===== src/rtl/usb_fifo_pkg.sv =====
// Shared types and defaults for the USB FIFO arbiter: FSM states, grant encoding, timing defaults.
// Latency: n/a (declarations only).
// Backpressure: n/a.
package usb_fifo_pkg;

  localparam int STROBE_CYCLES_DEF = 2;  // rd/wr low-pulse width in clk cycles
  localparam int TURN_CYCLES_DEF   = 1;  // bus turnaround idle cycles after each transfer

  typedef enum logic [2:0] {
    IDLE,
    RD_STROBE,
    WR_SETUP,
    WR_STROBE,
    RECOVER
  } state_t;

  typedef enum logic {
    GRANT_RX = 1'b0,
    GRANT_TX = 1'b1
  } grant_t;

  // Saturating increment used by the optional transfer counters.
  function automatic logic [15:0] sat_inc16(input logic [15:0] v);
    return (v == 16'hFFFF) ? v : v + 16'd1;
  endfunction

endpackage


===== src/rtl/usb_fifo_arbiter_if.sv =====
// Bundles the FIFO-chip bus and the host rx/tx handshakes of the arbiter.
// Latency: n/a (wires only).
// Backpressure: rx uses valid/ready toward the host; tx uses valid plus a one-cycle ready pulse.
// master: arbiter side (drives rd/wr/data_out/data_oe, rx_data/rx_valid, tx_ready).
// slave : environment side (FIFO chip + host logic).
interface usb_fifo_arbiter_if;
  logic       rxf;       // FIFO has an RX byte, active-low
  logic       txe;       // FIFO can take a TX byte, active-low
  logic [7:0] data_in;   // byte read from the FIFO bus
  logic       rd;        // read strobe, active-low
  logic       wr;        // write strobe, active-low
  logic [7:0] data_out;  // byte driven onto the FIFO bus
  logic       data_oe;   // drive enable for data_out
  logic [7:0] rx_data;
  logic       rx_valid;
  logic       rx_ready;
  logic [7:0] tx_data;
  logic       tx_valid;
  logic       tx_ready;

  modport master (
    input  rxf, txe, data_in, rx_ready, tx_data, tx_valid,
    output rd, wr, data_out, data_oe, rx_data, rx_valid, tx_ready
  );

  modport slave (
    output rxf, txe, data_in, rx_ready, tx_data, tx_valid,
    input  rd, wr, data_out, data_oe, rx_data, rx_valid, tx_ready
  );
endinterface


===== src/rtl/usb_fifo_strobe_timer.sv =====
// 4-bit down-counter timing strobe and turnaround phases.
// Latency: done is high in the load_val-th cycle after the start cycle.
// Backpressure: none; start always reloads, done pulses once per load.
// Ports: clk, reset_in (async, active-high), start, load_val[3:0], done.
module usb_fifo_strobe_timer (
  input  logic       clk,
  input  logic       reset_in,
  input  logic       start,
  input  logic [3:0] load_val,
  output logic       done
);

  logic [3:0] cnt;

  always_ff @(posedge clk or posedge reset_in) begin
    if (reset_in) begin
      cnt <= 4'd0;
    end else if (start) begin
      cnt <= load_val;
    end else if (cnt != 4'd0) begin
      cnt <= cnt - 4'd1;
    end
  end

  // cnt==1 marks the last cycle of the timed phase; the counter parks at 0 afterwards.
  assign done = (cnt == 4'd1);

endmodule


===== src/rtl/usb_fifo_arbiter.sv =====
// Arbitrates a half-duplex FIFO-chip bus between RX reads and TX writes, round-robin on contention.
// Latency: grant 1 cycle after request in IDLE; read = STROBE_CYCLES, write = 1 + STROBE_CYCLES, then TURN_CYCLES.
// Backpressure: no read while rx_valid is unconsumed; tx_ready pulses once per accepted byte.
// Ports: clk, reset_in (async, active-high), bus (usb_fifo_arbiter_if.master).
// Optional: define USB_FIFO_ARB_STATS_EN to add saturating rx_count/tx_count outputs.
module usb_fifo_arbiter
  import usb_fifo_pkg::*;
#(
  parameter int STROBE_CYCLES = STROBE_CYCLES_DEF,  // legal 1..15
  parameter int TURN_CYCLES   = TURN_CYCLES_DEF     // legal 1..15
) (
  input  logic                clk,
  input  logic                reset_in,
  usb_fifo_arbiter_if.master  bus
`ifdef USB_FIFO_ARB_STATS_EN
  ,
  output logic [15:0]         rx_count,
  output logic [15:0]         tx_count
`endif
);

  localparam logic [3:0] STROBE_LD = 4'(STROBE_CYCLES);
  localparam logic [3:0] TURN_LD   = 4'(TURN_CYCLES);

  state_t     state, state_nxt;
  grant_t     last_grant, last_grant_nxt;
  logic       tmr_start;
  logic [3:0] tmr_load;
  logic       tmr_done;
  logic       rx_req, tx_req;
  logic       rd_done, wr_done;

  // Requests only matter in IDLE; once a strobe starts rxf/txe are ignored.
  assign rx_req  = ~bus.rxf & ~bus.rx_valid;
  assign tx_req  = ~bus.txe & bus.tx_valid;
  assign rd_done = (state == RD_STROBE) && tmr_done;
  assign wr_done = (state == WR_STROBE) && tmr_done;

  usb_fifo_strobe_timer u_timer (
    .clk      (clk),
    .reset_in (reset_in),
    .start    (tmr_start),
    .load_val (tmr_load),
    .done     (tmr_done)
  );

  always_comb begin
    state_nxt      = state;
    last_grant_nxt = last_grant;
    tmr_start      = 1'b0;
    tmr_load       = STROBE_LD;
    unique case (state)
      IDLE: begin
        // RX wins when alone, or when contended and TX had the previous grant.
        if (rx_req && (!tx_req || last_grant == GRANT_TX)) begin
          state_nxt      = RD_STROBE;
          last_grant_nxt = GRANT_RX;
          tmr_start      = 1'b1;
        end else if (tx_req) begin
          state_nxt      = WR_SETUP;
          last_grant_nxt = GRANT_TX;
        end
      end
      RD_STROBE, WR_STROBE: begin
        if (tmr_done) begin
          state_nxt = RECOVER;
          tmr_start = 1'b1;
          tmr_load  = TURN_LD;
        end
      end
      WR_SETUP: begin
        state_nxt = WR_STROBE;
        tmr_start = 1'b1;
      end
      RECOVER: begin
        if (tmr_done) state_nxt = IDLE;
      end
      default: state_nxt = IDLE;
    endcase
  end

  // Bus controls are registered from state_nxt so the strobes come straight off flops.
  always_ff @(posedge clk or posedge reset_in) begin
    if (reset_in) begin
      state        <= IDLE;
      last_grant   <= GRANT_TX;
      bus.rd       <= 1'b1;
      bus.wr       <= 1'b1;
      bus.data_oe  <= 1'b0;
      bus.data_out <= 8'h00;
      bus.rx_data  <= 8'h00;
      bus.rx_valid <= 1'b0;
      bus.tx_ready <= 1'b0;
    end else begin
      state        <= state_nxt;
      last_grant   <= last_grant_nxt;
      bus.rd       <= (state_nxt != RD_STROBE);
      bus.wr       <= (state_nxt != WR_STROBE);
      bus.data_oe  <= (state_nxt == WR_SETUP) || (state_nxt == WR_STROBE);
      bus.tx_ready <= (state_nxt == WR_SETUP);
      // Capture on entry to WR_SETUP so data_out is already on the bus during the setup cycle;
      // the host still holds tx_data because tx_ready has not pulsed yet.
      if (state == IDLE && state_nxt == WR_SETUP) bus.data_out <= bus.tx_data;
      if (rd_done) begin
        bus.rx_data  <= bus.data_in;
        bus.rx_valid <= 1'b1;
      end else if (bus.rx_valid && bus.rx_ready) begin
        bus.rx_valid <= 1'b0;
      end
    end
  end

`ifdef USB_FIFO_ARB_STATS_EN
  always_ff @(posedge clk or posedge reset_in) begin
    if (reset_in) begin
      rx_count <= 16'd0;
      tx_count <= 16'd0;
    end else begin
      if (rd_done) rx_count <= sat_inc16(rx_count);
      if (wr_done) tx_count <= sat_inc16(tx_count);
    end
  end
`else
  // Without the statistics option, wr_done has no consumer.
  logic unused_wr_done;
  assign unused_wr_done = wr_done;
`endif

endmodule


===== src/flat_wrapper.sv =====
// flat-port wrapper written by rule: the top's interface ports become plain ports
module usb_fifo_arbiter_flat import usb_fifo_pkg::*;
#(
  parameter int STROBE_CYCLES = STROBE_CYCLES_DEF,                
  parameter int TURN_CYCLES   = TURN_CYCLES_DEF                   
)
  (clk, reset_in, bus_rxf, bus_txe, bus_data_in, bus_rx_ready, bus_tx_data, bus_tx_valid, bus_rd, bus_wr, bus_data_out, bus_data_oe, bus_rx_data, bus_rx_valid, bus_tx_ready);
  usb_fifo_arbiter_if bus_i ();
  input  logic clk;
  input  logic reset_in;
  input wire logic [$bits(bus_i.rxf)-1:0] bus_rxf;
  input wire logic [$bits(bus_i.txe)-1:0] bus_txe;
  input wire logic [$bits(bus_i.data_in)-1:0] bus_data_in;
  input wire logic [$bits(bus_i.rx_ready)-1:0] bus_rx_ready;
  input wire logic [$bits(bus_i.tx_data)-1:0] bus_tx_data;
  input wire logic [$bits(bus_i.tx_valid)-1:0] bus_tx_valid;
  output wire logic [$bits(bus_i.rd)-1:0] bus_rd;
  output wire logic [$bits(bus_i.wr)-1:0] bus_wr;
  output wire logic [$bits(bus_i.data_out)-1:0] bus_data_out;
  output wire logic [$bits(bus_i.data_oe)-1:0] bus_data_oe;
  output wire logic [$bits(bus_i.rx_data)-1:0] bus_rx_data;
  output wire logic [$bits(bus_i.rx_valid)-1:0] bus_rx_valid;
  output wire logic [$bits(bus_i.tx_ready)-1:0] bus_tx_ready;
  assign bus_i.rxf = bus_rxf;
  assign bus_i.txe = bus_txe;
  assign bus_i.data_in = bus_data_in;
  assign bus_i.rx_ready = bus_rx_ready;
  assign bus_i.tx_data = bus_tx_data;
  assign bus_i.tx_valid = bus_tx_valid;
  assign bus_rd = bus_i.rd;
  assign bus_wr = bus_i.wr;
  assign bus_data_out = bus_i.data_out;
  assign bus_data_oe = bus_i.data_oe;
  assign bus_rx_data = bus_i.rx_data;
  assign bus_rx_valid = bus_i.rx_valid;
  assign bus_tx_ready = bus_i.tx_ready;
  usb_fifo_arbiter #(.STROBE_CYCLES(STROBE_CYCLES), .TURN_CYCLES(TURN_CYCLES)) u_core (.clk(clk), .reset_in(reset_in), .bus(bus_i));
endmodule

===== config.mk =====
export PLATFORM = sky130hd
export DESIGN_NAME = usb_fifo_arbiter_flat
export DESIGN_NICKNAME = d
export VERILOG_FILES = /design/src/rtl/usb_fifo_pkg.sv /design/src/rtl/usb_fifo_arbiter_if.sv /design/src/rtl/usb_fifo_strobe_timer.sv /design/src/rtl/usb_fifo_arbiter.sv /design/src/flat_wrapper.sv
export SDC_FILE = /design/constraint.sdc
export NUM_CORES = 1
export LEC_CHECK = 0
export BUFFER_PORTS_ARGS = -buffer_cell sky130_fd_sc_hd__buf_2
export CAP_MARGIN = 40
export CORE_MARGIN = 2
export CORE_UTILIZATION = 40
export CTS_BUF_LIST = sky130_fd_sc_hd__clkbuf_8
export CTS_CLUSTER_SIZE = 12
export DETAILED_ROUTE_END_ITERATION = 10
export GPL_TIMING_DRIVEN = 0
export PLACE_DENSITY = 0.73
export SETUP_SLACK_MARGIN = 0.05
export SLEW_MARGIN = 20
export SYNTH_ARGS = -nofsm -noshare
export SYNTH_HDL_FRONTEND = slang
export SYNTH_SLANG_ARGS = --single-unit

===== constraint.sdc =====
create_clock -name clk -period 2.1 [get_ports clk]
set_input_delay 0.42 -clock clk [delete_from_list [all_inputs] [get_ports clk]]
set_output_delay 0.42 -clock clk [all_outputs]
set_load 0.01 [all_outputs]

=== Word-level counts from Yosys, hierarchy flattened ===
Cells that the tools add are included.

* Word-level logic and storage cells: 55
* Register bits after elaboration: 29
* Bits of input ports: 22

* Reduce and logical (&&, ||, !) cells: 14
* $add $sub $neg: 1
* Bitwise logic cells: 5
* Equality and inequality tests: 9
* Multiplexer cells: 16

{| class="wikitable"
|+ Operators by type and width
! kind !! number
|-
| $eq A3 B2 Y1 const B || 4
|-
| $mux W3 || 4
|-
| $mux W4 || 3
|-
| $pmux W3 S4 || 1
|-
| $mux W1 || 6
|-
| $reduce_bool A2 Y1 || 3
|-
| $eq A4 B1 Y1 const B || 1
|-
| $logic_and A1 B1 Y1 || 4
|-
| $reduce_bool A4 Y1 || 1
|-
| $sub A4 B1 Y4 const B || 1
|-
| $eq A3 B1 Y1 const B || 1
|-
| $eq A3 B3 Y1 const B || 1
|-
| $logic_not A3 Y1 || 1
|-
| $ne A3 B1 Y1 const B || 1
|-
| $ne A3 B2 Y1 const B || 1
|-
| $not A1 Y1 || 3
|-
| $pmux W1 S3 || 1
|-
| $and A1 B1 Y1 || 2
|-
| $logic_or A1 B1 Y1 || 2
|-
| $mux W2 || 1
|-
| $reduce_and A2 Y1 || 1
|-
| $reduce_or A2 Y1 || 1
|-
| $logic_not A1 Y1 || 1
|}

=== Depth between registers and ports, before layout ===
Gate-level depths: netlist of run 1.

* Depth in word-level cells: 9
* Depth in mapped cells: 6

=== Modules after synthesis ===
From an unflattened synthesis of run 1, not the netlist that was laid out.

* Cells, all modules: 97
* Area total of the unflattened synthesis: 1307.5 um^2

{| class="wikitable"
|+ By module, submodules not included
! module !! cells each !! sequential area each (um^2) !! times used !! area an instance (um^2)
|-
| usb_fifo_arbiter || 71 || 629.4 || 1 || 1041.0
|-
| usb_fifo_strobe_timer || 26 || 100.1 || 1 || 266.5
|}

=== Worst setup path after synthesis of run 1 ===
Ideal clock, no wire load.

* Path type: register to register
* Start: reg u_core.u_timer.cnt[0]
* End: reg u_core.u_timer.cnt[0]
* Data arrival time: 1592 ps
* Setup time: 94 ps
* Cell stages (with the launch flop): 6
* Setup slack: 414 ps
* Clock period less this slack: 1686 ps
* Cells stage by stage: dfrtp_1 -> inv_1 -> ha_1 -> nor3b_1 -> mux2_2 -> a211oi_1

* Cells in the longest elaborated chain, start to end: 4
* Elaborated cells between the ends (all ways): 10
* Classes of those cells: 1 x add/sub; 1 x eq/ne; 6 x mux; 2 x reduce/logical

{| class="wikitable"
|+ Ends and longest elaborated chain
! element !! RTL line !! source
|-
| start, declared || usb_fifo_strobe_timer.sv:13 || <nowiki>logic [3:0] cnt;</nowiki>
|-
| start signal, assigned || usb_fifo_strobe_timer.sv:19 || <nowiki>cnt <= load_val;</nowiki>
|-
| start signal, assigned || usb_fifo_strobe_timer.sv:21 || <nowiki>cnt <= cnt - 4'd1;</nowiki>
|-
| $eq A4 B1 Y1 || usb_fifo_strobe_timer.sv:26 || <nowiki>assign done = (cnt == 4'd1);</nowiki>
|-
| $mux W1 / $mux W2 (equally long branches) || usb_fifo_arbiter.sv:65 || <nowiki>if (tmr_done) begin</nowiki>
|-
| $pmux W1 S3 / $mux W4 (equally long branches) || usb_fifo_arbiter.sv:52 || <nowiki>unique case (state)</nowiki>
|-
| $mux W4 / $reduce_bool A2 Y1 (equally long branches) || n/a ||
|}

Several ways; a longest one is shown, not always the timed one. The select of a mux whose other input is x is not followed.
A chain may end at the register's enable or synchronous reset.

=== Final worst setup path of run 1 ===
Ends and elaborated chain as after synthesis.

==> results.sh, run 1 <==
export IMPL_num_rows=20
export IMPL_die_w_um=61.7
export IMPL_initial_core_util=0.429
export IMPL_drtPass1Iterations=4
export IMPL_crit_required_ps=2290
export IMPL_dp_hpwl_um=1960
export IMPL_avgRoutedWirePerCell_um=13.3
export IMPL_io_buffers=42
export IMPL_critPathCaptureType="flip-flop"
export IMPL_cts_hold_buf=0
export IMPL_pin_count=43
export IMPL_period_share=0.898
export IMPL_vias=977
export IMPL_period_minus_slack_ps=1890
export IMPL_peakVddDrop_mv=0.722
export IMPL_crit_path_top_delay_cell="nor3b_1"
export IMPL_clock_latency_ps=280
export IMPL_cp_start_kind="flip-flop"
export IMPL_grt_max_degree=21
export IMPL_rsz0062_at_grt="no"
export IMPL_cp_cell_sequence="inv_1 -> ha_1 -> nor3b_1 -> mux2_2 -> a211oi_1"
export IMPL_cts_sinks=29
export IMPL_synthesis_nets=128
export IMPL_root_buffer="clkbuf_8"
export IMPL_slew_headroom=0.626
export IMPL_worstPathMaxFanout=5
export IMPL_synth_seq_cells=29
export IMPL_worst_setup_path_type="reg -> reg"
export IMPL_antenna_left=0
export IMPL_die_area_um2=3810
export IMPL_fmax_mhz=530
export IMPL_grt_pass1_wl_um=3770
export IMPL_cts_htree_levels=2
export IMPL_area_growth_pct=27.1
export IMPL_route_detailed_drc=0
export IMPL_cts_resized=0
export IMPL_place_ws_ps=241
export IMPL_core_um2=3100
export IMPL_wirelength_um=2640
export IMPL_fin_ws_ps=215
export IMPL_fin_nets=178
export IMPL_vias_per_cell=4.93
export IMPL_setup_viol=0
export IMPL_final_common_cell="buf_2"
export IMPL_grtUsageTotal=0.141
export IMPL_crit_family="simple AND/OR/NAND/NOR gates"
export IMPL_cap_violations=0
export IMPL_netlist_instances=103
export IMPL_cts_setup_buffers=0
export IMPL_status="finished, final reports clean"
export IMPL_tightestPinTransition_ps=560
export IMPL_slowest_delay_ps=490
export IMPL_ys_warn_count=0
export IMPL_path_buf_inv=1
export IMPL_grt_pass1_vias=895
export IMPL_tns_ps=0
export IMPL_diodes=0
export IMPL_hold_violations=0
export IMPL_gp_congestion=0.728
export IMPL_layout_common_cells="buf_2 (42), dfrtp_1 (26), mux2_2 (9), inv_1 (9), mux2_4 (8)"
export IMPL_drtIter0Drc=15
export IMPL_path_clk_slew_ps=60
export IMPL_p_per_area_nw_per_um2=1580
export IMPL_drive_above_1_share=0.487
export IMPL_leakage_nw=0.843
export IMPL_fp_dieH_um=61.7
export IMPL_fin_skew_ps=7.59
export IMPL_synthesis_area_um2=1330
export IMPL_cts_buffers=5
export IMPL_hold_path_class="in -> async"
export IMPL_ys_seq_area_frac=0.548
export IMPL_antenna_found_initial=0
export IMPL_cts_tree="built"
export IMPL_syn_avg_cell_area_um2=12.9
export IMPL_maxSlewViolCount=0
export IMPL_overflow=0
export IMPL_arrival_ps=2080
export IMPL_clk_path_buf_depth=2
export IMPL_synth_distinct_cells=36
[power by group]
group / internal (mW) / switching [mW] / leakage, nW
Clock: 0.220 / 0.195 / 0.0519
Sequential: 0.852 / 0.159 / 0.349
Combinational: 0.662 / 0.590 / 0.442
Total: 1.73 / 0.945 / 0.843
[final timing paths]
check | startpoint | end | slack, ps | cells after the start
max in group asynchronous | reset_in | u_core.bus.wr | 1430 | 3
setup / recovery | u_core.u_timer.cnt[0] | u_core.u_timer.cnt[0] | 210 | 5
hold reg to reg | u_core.bus.data_out[7] | u_core.bus.data_out[7] | 500 | 1
min in group clk | bus_rx_ready | u_core.bus.rx_valid | 330 | 2
setup reg to reg | u_core.u_timer.cnt[0] | u_core.u_timer.cnt[0] | 210 | 5
hold / removal | reset_in | u_core.bus.rx_data[3] | 130 | 2
[metrics by stage]
stage | utilization | cell area (µm²) | hold slack (ps) | total power [mW] | cells
after floorplan | - | 1330 | 496 | 1.90 | 103
after detailed placement | 0.519 | 1610 | 428 | 2.27 | 190
after CTS | 0.545 | 1690 | 132 | 2.70 | 198
final | 0.545 | 1690 | 126 | 2.68 | 198
after global placement | 0.515 | 1600 | 485 | 2.22 | 189
after global routing | 0.545 | 1690 | 152 | 2.87 | 198
[flip-flops by register name, indices dropped and copies added, names as in the netlist]
signal / flops
u_core.last_grant: 1
u_core.bus.rx_valid: 1
u_core.bus.tx_ready: 1
u_core.state: 3
u_core.bus.rx_data: 8
u_core.bus.data_oe: 1
u_core.bus.rd: 1
u_core.bus.data_out: 8
u_core.bus.wr: 1
u_core.u_timer.cnt: 4
[Yosys cell counts (all sizes together)]
cell type | count | area share
dfrtp | 26 | 0.49
mux2 | 17 | 0.17
inv | 6 | 0.017
nor3 | 5 | 0.019
nor2 | 4 | 0.011
clkbuf | 3 | 0.0094
dfstp | 3 | 0.059
ha | 3 | 0.028
nand2 | 3 | 0.0085
xnor2 | 3 | 0.020
a211oi | 2 | 0.015
a21o | 2 | 0.011
a21oi | 2 | 0.0075
buf | 2 | 0.014
nand2b | 2 | 0.0094
nor3b | 2 | 0.011
o22ai | 2 | 0.0094
or3 | 2 | 0.0094
a2bb2oi | 1 | 0.0066
nand3b | 1 | 0.0056
nand4bb | 1 | 0.0085
nor2b | 1 | 0.0047
nor4 | 1 | 0.0047
nor4b | 1 | 0.0066
o211ai | 1 | 0.0056
o21a | 1 | 0.0056
o21ai | 1 | 0.0038
o21ba | 1 | 0.0075
o221a | 1 | 0.0085
o221ai | 1 | 0.0066
o31a | 1 | 0.0066
or2 | 1 | 0.0047
[cells by family after synthesis]
family,after synthesis,synth area share
muxes,17,0.166
adders and majority gates,3,0.0282
DFF,29,0.548
AOI/OAI and AO/OA,16,0.0940
buffers and inverters,11,0.0404
and+or+nand+nor,24,0.103
xor gates and xnor gates,3,0.0197
[metal layers]
metal / vias up / share of wire / track usage
li1: 465 / - / -
met1: 472 / 0.42 / 0.153
met2: 37 / 0.50 / 0.248
met3: 3 / 0.072 / 0.0580
met4: 0 / 0.011 / 0.0456
met5: - / 0 / 0
[cell type report]
type	count	area, µm²
fillers	281	1410
inverters	6	22.5
clock inverters	3	11.3
flip-flops and latches	29	729
plain buffers	5	31.3
well taps	44	55.1
clock buffers	5	68.8
multi-input cells	63	548
repair buffers	43	225
[worst reg2reg max path: stages (launching register included)]
cell	delay (ps)
dfrtp_1	430
inv_1	130
ha_1	190
nor3b_1	490
mux2_2	390
a211oi_1	160
Note: power is estimated with default switching activity, not from simulation.
==> run 2, diff against run 1 <==
--- a/config.mk
+++ b/config.mk
@@ -8,12 +8,11 @@
 export BUFFER_PORTS_ARGS = -buffer_cell sky130_fd_sc_hd__buf_2
 export CAP_MARGIN = 40
 export CORE_MARGIN = 2
-export CORE_UTILIZATION = 40
+export CORE_UTILIZATION = 30
 export CTS_BUF_LIST = sky130_fd_sc_hd__clkbuf_8
 export CTS_CLUSTER_SIZE = 12
 export DETAILED_ROUTE_END_ITERATION = 10
-export GPL_TIMING_DRIVEN = 0
-export PLACE_DENSITY = 0.73
+export PLACE_DENSITY = 0.6
 export SETUP_SLACK_MARGIN = 0.05
 export SLEW_MARGIN = 20
 export SYNTH_ARGS = -nofsm -noshare
==> constraint.sdc (replaced) <==
create_clock -name clk -period 2.2 [get_ports clk]
set_input_delay 0.44 -clock clk [delete_from_list [all_inputs] [get_ports clk]]
set_output_delay 0.44 -clock clk [all_outputs]
set_load 0.01 [all_outputs]
==> results.sh, run 2 (synthesis results as in run 1) <==
export IMPL_slew_headroom=0.627
export IMPL_antenna_left=0
export IMPL_die_w_um=70.6
export IMPL_fin_nets=175
export IMPL_leakage_nw=0.849
export IMPL_multi_input_area_um2=548
export IMPL_reg_top3="u_core.bus.data_out: 8 flops, u_core.bus.rx_data: 8 flops, u_core.u_timer.cnt: 4 flops"
export IMPL_root_buffer="clkbuf_8"
export IMPL_vias=948
export IMPL_period_minus_slack_ps=1950
export IMPL_tns_ps=0
export IMPL_cp_start_kind="flip-flop"
export IMPL_num_rows=24
export IMPL_grt_max_degree=30
export IMPL_drtPass1Iterations=4
export IMPL_final_common_cell="buf_2"
export IMPL_path_clk_slew_ps=60
export IMPL_drtIter0Drc=23
export IMPL_arrival_ps=2110
export IMPL_clock_latency_ps=280
export IMPL_vias_per_cell=4.67
export IMPL_io_buffers=42
export IMPL_fin_skew_ps=6.14
export IMPL_avgRoutedWirePerCell_um=12.9
export IMPL_period_share=0.886
export IMPL_crit_required_ps=2360
export IMPL_cts_resized=0
export IMPL_critPathCaptureType="flip-flop"
export IMPL_cts_buffers=5
export IMPL_gp_congestion=0.716
export IMPL_route_detailed_drc=0
export IMPL_cts_htree_levels=2
export IMPL_setup_viol=0
export IMPL_fin_util=0.400
export IMPL_fill_cells=442
export IMPL_maxSlewViolCount=0
export IMPL_cap_violations=0
export IMPL_worstPathMaxFanout=9
export IMPL_tightestPinTransition_ps=554
export IMPL_cts_hold_buf=0
export IMPL_status="finished, final reports clean"
export IMPL_antenna_found_initial=0
export IMPL_core_um2=4320
export IMPL_diodes=0
export IMPL_die_area_um2=4990
export IMPL_layout_common_cells="buf_2 (42), dfrtp_1 (26), mux2_2 (9)"
export IMPL_cts_sinks=29
export IMPL_worst_setup_path_type="reg -> reg"
export IMPL_cts_tree="built"
export IMPL_drive_above_1_share=0.510
export IMPL_grt_pass1_vias=987
export IMPL_cts_setup_buffers=0
export IMPL_dp_hpwl_um=1920
export IMPL_fp_dieH_um=70.6
export IMPL_overflow=0
export IMPL_hold_path_class="in -> async"
export IMPL_area_growth_pct=30.1
export IMPL_clk_path_buf_depth=2
export IMPL_rsz0062_at_grt="no"
export IMPL_wirelength_um=2620
export IMPL_hold_violations=0
export IMPL_pin_count=43
export IMPL_seqCellArea_um2=729
export IMPL_p_per_area_nw_per_um2=1620
export IMPL_grt_pass1_wl_um=4440
export IMPL_initial_core_util=0.308
export IMPL_fmax_mhz=513
export IMPL_peakVddDrop_mv=0.640
export IMPL_grtUsageTotal=0.112
==> run 2: cell types whose count changed in the layout (fill, tap and decap cells not counted) <==
cell       before  now
buf_8           1    0
buf_6           1    0
clkbuf_1        2    0
bufinv_16       0    2
clkbuf_2        1    0
clkinv_2        0    1
buf_4           1    3
inv_1           9    6
==> run 2: layout make-up <==
type | instances | share of cell area
tap | 52 | 0.0376
timing repair buffer | 45 | 0.134
multi-input combinational | 63 | 0.316
clock inverter | 3 | 0.0376
sequential | 29 | 0.421
inverter | 6 | 0.0130
clock buffer | 5 | 0.0397
==> run 2: critical path, cell delays in order (launching register included) <==
cell	delay [ps]
dfrtp_1	390
inv_1	110
ha_1	200
nand4bb_1	150
or3_1	590
mux2_4	380
==> run 2: final timing paths <==
path | startpoint | to | cells after the start | slack, ps
min | reset_in | u_core.bus.rx_data[5] | 3 | 220
max | u_core.u_timer.cnt[1] | u_core.bus.rx_data[2] | 5 | 250
min reg2reg | u_core.bus.data_out[2] | u_core.bus.data_out[2] | 1 | 500
max in group asynchronous | reset_in | u_core.bus.rd | 3 | 1670
min in group clk | bus_rx_ready | u_core.bus.rx_valid | 2 | 350
max reg2reg | u_core.u_timer.cnt[1] | u_core.bus.rx_data[2] | 5 | 250
==> run 2: where the power goes <==
group          internal (mW)  switching (mW)  leakage [nW]  total (mW)
clock network          0.450           0.205        0.0681       0.654
registers              0.812           0.213         0.349        1.03
logic                  0.620           0.498         0.432        1.12
==> run 2: per-layer routing <==
layer | track usage | part of all wire | up-vias
met5 | 0 | 0 | -
met4 | 0.0314 | 0.0061 | 0
met3 | 0.0470 | 0.070 | 3
met2 | 0.193 | 0.48 | 34
met1 | 0.130 | 0.44 | 454
li1 | - | - | 457
==> run 2: stage by stage <==
| stage | hold slack, ps | cells | cell area (µm²) | worst slack (ps) | total power, mW |
|---|---|---|---|---|---|
| floorplan | 506 | 103 | 1330 | 514 | 1.81 |
| global route | 241 | 203 | 1730 | 124 | 2.99 |
| detailed placement | 492 | 195 | 1600 | 254 | 2.16 |
| CTS | 223 | 203 | 1730 | 238 | 2.83 |
| global placement | 486 | 195 | 1600 | 392 | 2.10 |
| finish | 215 | 203 | 1730 | 251 | 2.80 |
